### src/rtl/tty_input.sv
// tty_input: console input buffer, the receiving side of the tty output block.
// The host side pushes ASCII characters into a circular FIFO. The CPU pops
// them one at a time, with first-word fall-through on data. The block also
// counts buffered line terminators and keeps a sticky flag for dropped pushes.
//
// Ports:
//   clock          in   system clock, rising edge
//   reset          in   synchronous active-high reset
//   key_data[7:0]  in   character from the host side
//   key_valid      in   push strobe, one character per high cycle
//   read           in   CPU pop strobe, consumes the character on data
//   clear_overflow in   clears the sticky overflow flag
//   data[7:0]      out  head character, 0 when empty (combinational from head)
//   ready          out  FIFO holds at least one character
//   full           out  count == DEPTH
//   count          out  buffered characters, 0..DEPTH
//   lines          out  buffered NEWLINE characters
//   overflow       out  sticky, set when a push is dropped
module tty_input #(
    parameter int unsigned DEPTH   = 16,
    parameter int unsigned ADDR_W  = 4,
    parameter logic [7:0]  NEWLINE = 8'd10
) (
    input  logic              clock,
    input  logic              reset,
    input  logic [7:0]        key_data,
    input  logic              key_valid,
    input  logic              read,
    input  logic              clear_overflow,
    output logic [7:0]        data,
    output logic              ready,
    output logic              full,
    output logic [ADDR_W:0]   count,
    output logic [ADDR_W:0]   lines,
    output logic              overflow
);

    localparam int unsigned CNT_W = ADDR_W + 1;
    localparam logic [CNT_W-1:0] DEPTH_C = CNT_W'(DEPTH);

    // Storage and registered FIFO state
    logic [7:0]        mem_q [DEPTH];
    logic [ADDR_W-1:0] rd_ptr_q, rd_ptr_d;
    logic [ADDR_W-1:0] wr_ptr_q, wr_ptr_d;
    logic [CNT_W-1:0]  count_q,  count_d;
    logic [CNT_W-1:0]  lines_q,  lines_d;
    logic              overflow_q, overflow_d;

    // Per-cycle decisions
    logic       empty_c;
    logic       full_c;
    logic       push_c;
    logic       pop_c;
    logic       drop_c;
    logic [7:0] head_c;
    logic       push_nl_c;
    logic       pop_nl_c;

    // Status derived from the registered count
    always_comb begin
        empty_c = (count_q == '0);
        full_c  = (count_q == DEPTH_C);
        head_c  = mem_q[rd_ptr_q];
    end

    // Accept/drop decisions; a read on a full FIFO frees the slot the push needs
    always_comb begin
        pop_c     = read && !empty_c;
        push_c    = key_valid && (!full_c || read);
        drop_c    = key_valid && full_c && !read;
        push_nl_c = push_c && (key_data == NEWLINE);
        pop_nl_c  = pop_c && (head_c == NEWLINE);
    end

    // Next-state for pointers, occupancy, line count and overflow
    always_comb begin
        rd_ptr_d   = rd_ptr_q;
        wr_ptr_d   = wr_ptr_q;
        count_d    = count_q;
        lines_d    = lines_q;
        overflow_d = overflow_q;

        if (push_c) begin
            wr_ptr_d = wr_ptr_q + ADDR_W'(1);
        end
        if (pop_c) begin
            rd_ptr_d = rd_ptr_q + ADDR_W'(1);
        end

        if (push_c && !pop_c) begin
            count_d = count_q + CNT_W'(1);
        end else if (pop_c && !push_c) begin
            count_d = count_q - CNT_W'(1);
        end

        if (push_nl_c && !pop_nl_c) begin
            lines_d = lines_q + CNT_W'(1);
        end else if (pop_nl_c && !push_nl_c) begin
            lines_d = lines_q - CNT_W'(1);
        end

        // Set has priority over clear in the same cycle
        if (clear_overflow) begin
            overflow_d = 1'b0;
        end
        if (drop_c) begin
            overflow_d = 1'b1;
        end
    end

    // State registers
    always_ff @(posedge clock) begin
        if (reset) begin
            rd_ptr_q   <= '0;
            wr_ptr_q   <= '0;
            count_q    <= '0;
            lines_q    <= '0;
            overflow_q <= 1'b0;
        end else begin
            rd_ptr_q   <= rd_ptr_d;
            wr_ptr_q   <= wr_ptr_d;
            count_q    <= count_d;
            lines_q    <= lines_d;
            overflow_q <= overflow_d;
        end
    end

    // Character storage; contents are not reset
    always_ff @(posedge clock) begin
        if (!reset && push_c) begin
            mem_q[wr_ptr_q] <= key_data;
        end
    end

    // Outputs
    always_comb begin
        data     = empty_c ? 8'd0 : head_c;
        ready    = !empty_c;
        full     = full_c;
        count    = count_q;
        lines    = lines_q;
        overflow = overflow_q;
    end

endmodule

### config.mk
export PLATFORM = sky130hd
export DESIGN_NAME = tty_input
export DESIGN_NICKNAME = d
export VERILOG_FILES = /design/src/rtl/tty_input.sv
export SDC_FILE = /design/constraint.sdc
export NUM_CORES = 1
export LEC_CHECK = 0
export CAP_MARGIN = 25
export CORE_ASPECT_RATIO = 1.4
export CORE_MARGIN = 2
export CORE_UTILIZATION = 45
export DETAILED_ROUTE_END_ITERATION = 10
export PLACE_DENSITY = 0.65
export SLEW_MARGIN = 20
export SYNTH_ARGS = -nofsm -noshare
export SYNTH_HDL_FRONTEND = slang
export SYNTH_SLANG_ARGS = --single-unit
export TNS_END_PERCENT = 30
### constraint.sdc
create_clock -name clock -period 3.4 [get_ports clock]
set_input_delay 1.02 -clock clock [delete_from_list [all_inputs] [get_ports clock]]
set_output_delay 1.02 -clock clock [all_outputs]
set_load 0.05 [all_outputs]
==> results of run 1 <==
==> power by group <==
part | switching (mW) | leakage [nW] | total [mW] | internal, mW
combinational | 0.939 | 1.16 | 1.80 | 0.863
clock | 0.703 | 0.289 | 1.93 | 1.22
sequential | 0.0633 | 1.34 | 2.14 | 2.07
total | 1.71 | 2.79 | 5.87 | 4.16
==> stage by stage <==
| stage | setup TNS (ns) | util [%] | std cells | setup WS, ns |
|---|---|---|---|---|
| after floorplan | -0.0348 | - | 365 | -0.0116 |
| after global placement | -1.12 | 53.4 | 629 | -0.477 |
| after detailed placement | -1.21 | 53.4 | 629 | -0.506 |
| after CTS | -0.0139 | 58.9 | 666 | -0.0139 |
| after global routing | -0.396 | 59.4 | 669 | -0.139 |
| final | -0.0505 | 59.4 | 669 | -0.0381 |
==> layer usage <==
metal	part of all wire, %	wire length (um)	GRT usage, %
met2	55	7270	35.9
met1	38	5050	22.6
met4	4.0	529	9.35
met5	0	0	0
met3	3.4	449	4.27
==> placed cells by master, fill, tap and decap left out, drive strengths merged <==
master           n
edfxtp         128
buf             82
nor2            45
mux4            32
clkdlybuf4s50   23
dfxtp           23
clkbuf          19
nand2           16
ha              13
a21oi           12
inv             10
xnor2            8
o22ai            7
xor2             6
nand3            5
mux2i            5
and3             5
clkinv           5
a21o             4
bufinv           4
a22oi            4
nand2b           3
nor3             3
nand4            3
or3              3
clkinvlp         3
o21ai            3
nor2b            2
nor4             2
fa               2
a31oi            1
and2             1
or2              1
nor4bb           1
mux2             1
and4bb           1
nand3b           1
==> repair_timing <==
action | in CTS | in global routing
pin swaps | 9 | 4
gates resized for setup | 12 | 11
endpoints found under the hold margin | 0 | 0
buffers inserted | 5 | 3
gates cloned | 1 | 0
hold buffers | 0 | 0
endpoints found under the setup margin | 2 | 6
==> layout make-up <==
cell class,instances,share of cell area (%)
flip-flops and latches,151,54.4
multi-input cells,190,22.8
repair buffers,105,11.7
clock buffers,19,5.47
well taps,182,2.88
clock inverters,12,2.26
inverters,10,0.474
==> registers in the layout (all words and copies together) (netlist names), named ones only <==
register	flops
count	5
lines	5
mem_q	128
overflow	1
rd_ptr_q	4
wr_ptr_q	4
==> worst max path at each step <==
stage	end	from	slack (ns)	cells past startpoint
after floorplan	data[4]	count[0]$_SDFFE_PP0P_	-0.01	4
after global placement	lines[4]$_SDFFE_PP0P_	key_data[4]	-0.48	12
after detailed placement	lines[4]$_SDFFE_PP0P_	key_data[0]	-0.51	12
after CTS	lines[4]$_SDFFE_PP0P_	register	-0.01	14
after global routing	lines[4]$_SDFFE_PP0P_	register	-0.14	15
final	lines[4]$_SDFFE_PP0P_	register	-0.04	14
==> worst max-delay path, cell delays in order, from the launching register on <==
cell and delay, ns:
dfxtp_4 0.39, buf_12 0.15, mux4_2 0.56, a22oi_2 0.17
and3_4 0.20, and4bb_2 0.23, nand4_1 0.16, ha_2 0.23
inv_2 0.06, fa_2 0.34, a21o_1 0.17, a21oi_2 0.13
xnor2_1 0.09, or3_1 0.33, a21oi_2 0.12
==> cell families after synthesis <==
| logic type | count (synthesis) |
|---|---|
| AND/OR/NAND/NOR | 92 |
| XOR/XNOR | 14 |
| multiplexers | 38 |
| buffers and inverters | 24 |
| AO/OA/AOI/OAI | 31 |
| adder cells (fa/ha/maj) | 15 |
| flip-flops | 151 |
==> out/qor.yml, run 1 <==
fin_area_mm2: 0.00792
finalClockSkew_ns: 0.00963
holdWs_ns: 0.465
ant_nets: 0
synthMuxAreaShare_pct: 12.7
cp-end-kind: "register"
clk_latency_ns: 0.41
placedInstanceArea_mm2: 0.00712
r2r-end: "lines[4]$_SDFFE_PP0P_"
hp-class: "reg -> reg"
cp.arrival_ns: 3.79
wl_per_cell_um: 19.9
finalCriticalPeriod_ns: 3.44
drive_above_1_share_pct: 33.9
regArea_mm2: 0.00431
grt_remaining_overflow: 0
postRouteWirelength_mm: 13.3
max_freq_ghz: 0.291
synth-compound-area-share_pct: 3.12
cts_tree: "yes"
nets: 503
route.vias.total: 3484
postSynthCellCount: 365
power_density_mw_per_mm2: 741
viasPerCell: 5.21
crit_required_ns: 3.75
syn_area_per_cell_um2: 16.8
rows: 50
drtIter0Drc: 206
synth_cell_types: 35
critical_path_class: "reg -> reg"
grt_pass1_wl_mm: 20.6
ff2ff_path_depth: 14
synth_common_cells: "128 x edfxtp_1, 45 x nor2_1, 32 x mux4_2"
yosysWarnings: 0
tightest_slew_ns: 0.508
p_leak_nw: 2.79
insertedDiodeCount: 0
grt_antenna_before_repair: 0
setup.worst_path.start_class: "register"
synth_area_leaders: "edfxtp_1 63%, mux4_2 12%, dfxtp_1 7.5%"
fin_ws_ns: -0.0381
drtPass1Iterations: 4
place_hpwl_mm: 9.16
synth_top_family_by_area: "multiplexers"
ff2ff_setup_slack_ns: -0.04
grt_max_degree: 24
post-synth-top-area-fraction_pct: 62.6
syn_area_mm2: 0.00614
status: "finished with violations"
async_flop_share_pct: 0
core_mm2: 0.0133
clock_sinks: 151
multi_input_area_mm2: 0.00181
max_slew_margin_pct: 66.0
yosysMostFrequentCell: "edfxtp_1"
fp.dieH_um: 142
areaGrowthSynthToFinish_pct: 29.0
drc: 0
cts.clk_slew.worst_paths_ns: 0.06
ys_ff_latch: 151
synth_nets: 393
ys_seq_area_share_pct: 70.1
violations: "negative setup slack"
root_buffer: "clkbuf_16"
crit_fanout: 8
setup-violations-final: 2
post-route-period-util_pct: 101
min_from: "overflow$_SDFFE_PP0P_"
hold_path_end: "overflow$_SDFFE_PP0P_"
portBuffers: 33
rsz0062_at_grt: "true"
yosysTopAreaCell: "edfxtp_1"
worst_ir_drop_vdd_mv: 0.500
cap_violations: 0
synth_xor_area_share_pct: 2.00
power_mw: 5.87
cts_buffer_depth: 2
fill_cells: 1014
chipWidth_um: 103
synth_fa_ha_area_share_pct: 3.30
ys.flop_type: "edfxtp_1"
io_pins: 34
synth-simple-area-share_pct: 6.91
start_util_pct: 46.1
grt_pass1_vias: 3627
h-tree-depth: 4
grtUsageTotal_pct: 20.1
finalHoldViolations: 0
cts_buffers: 17
finalMaxSlewViolations: 0
dieArea_mm2: 0.0146
place.gp.congestion: 0.796
synth-edff-count: 128
worstHoldPathCells: 2
Note: power is estimated with default switching activity, not from simulation.
==> run 2, diff against run 1 <==
Settings changed: CTS_CLUSTER_SIZE set to 10.
==> results of run 2 <==
Same layout as run 1: the final DEF is identical, and so are final timing and power.
==> run 3, diff against run 2 <==
Settings changed: CTS_CLUSTER_SIZE 10 to unset.
==> results of run 3 <==
Same layout as run 1: the final DEF is identical, and so are final timing and power.
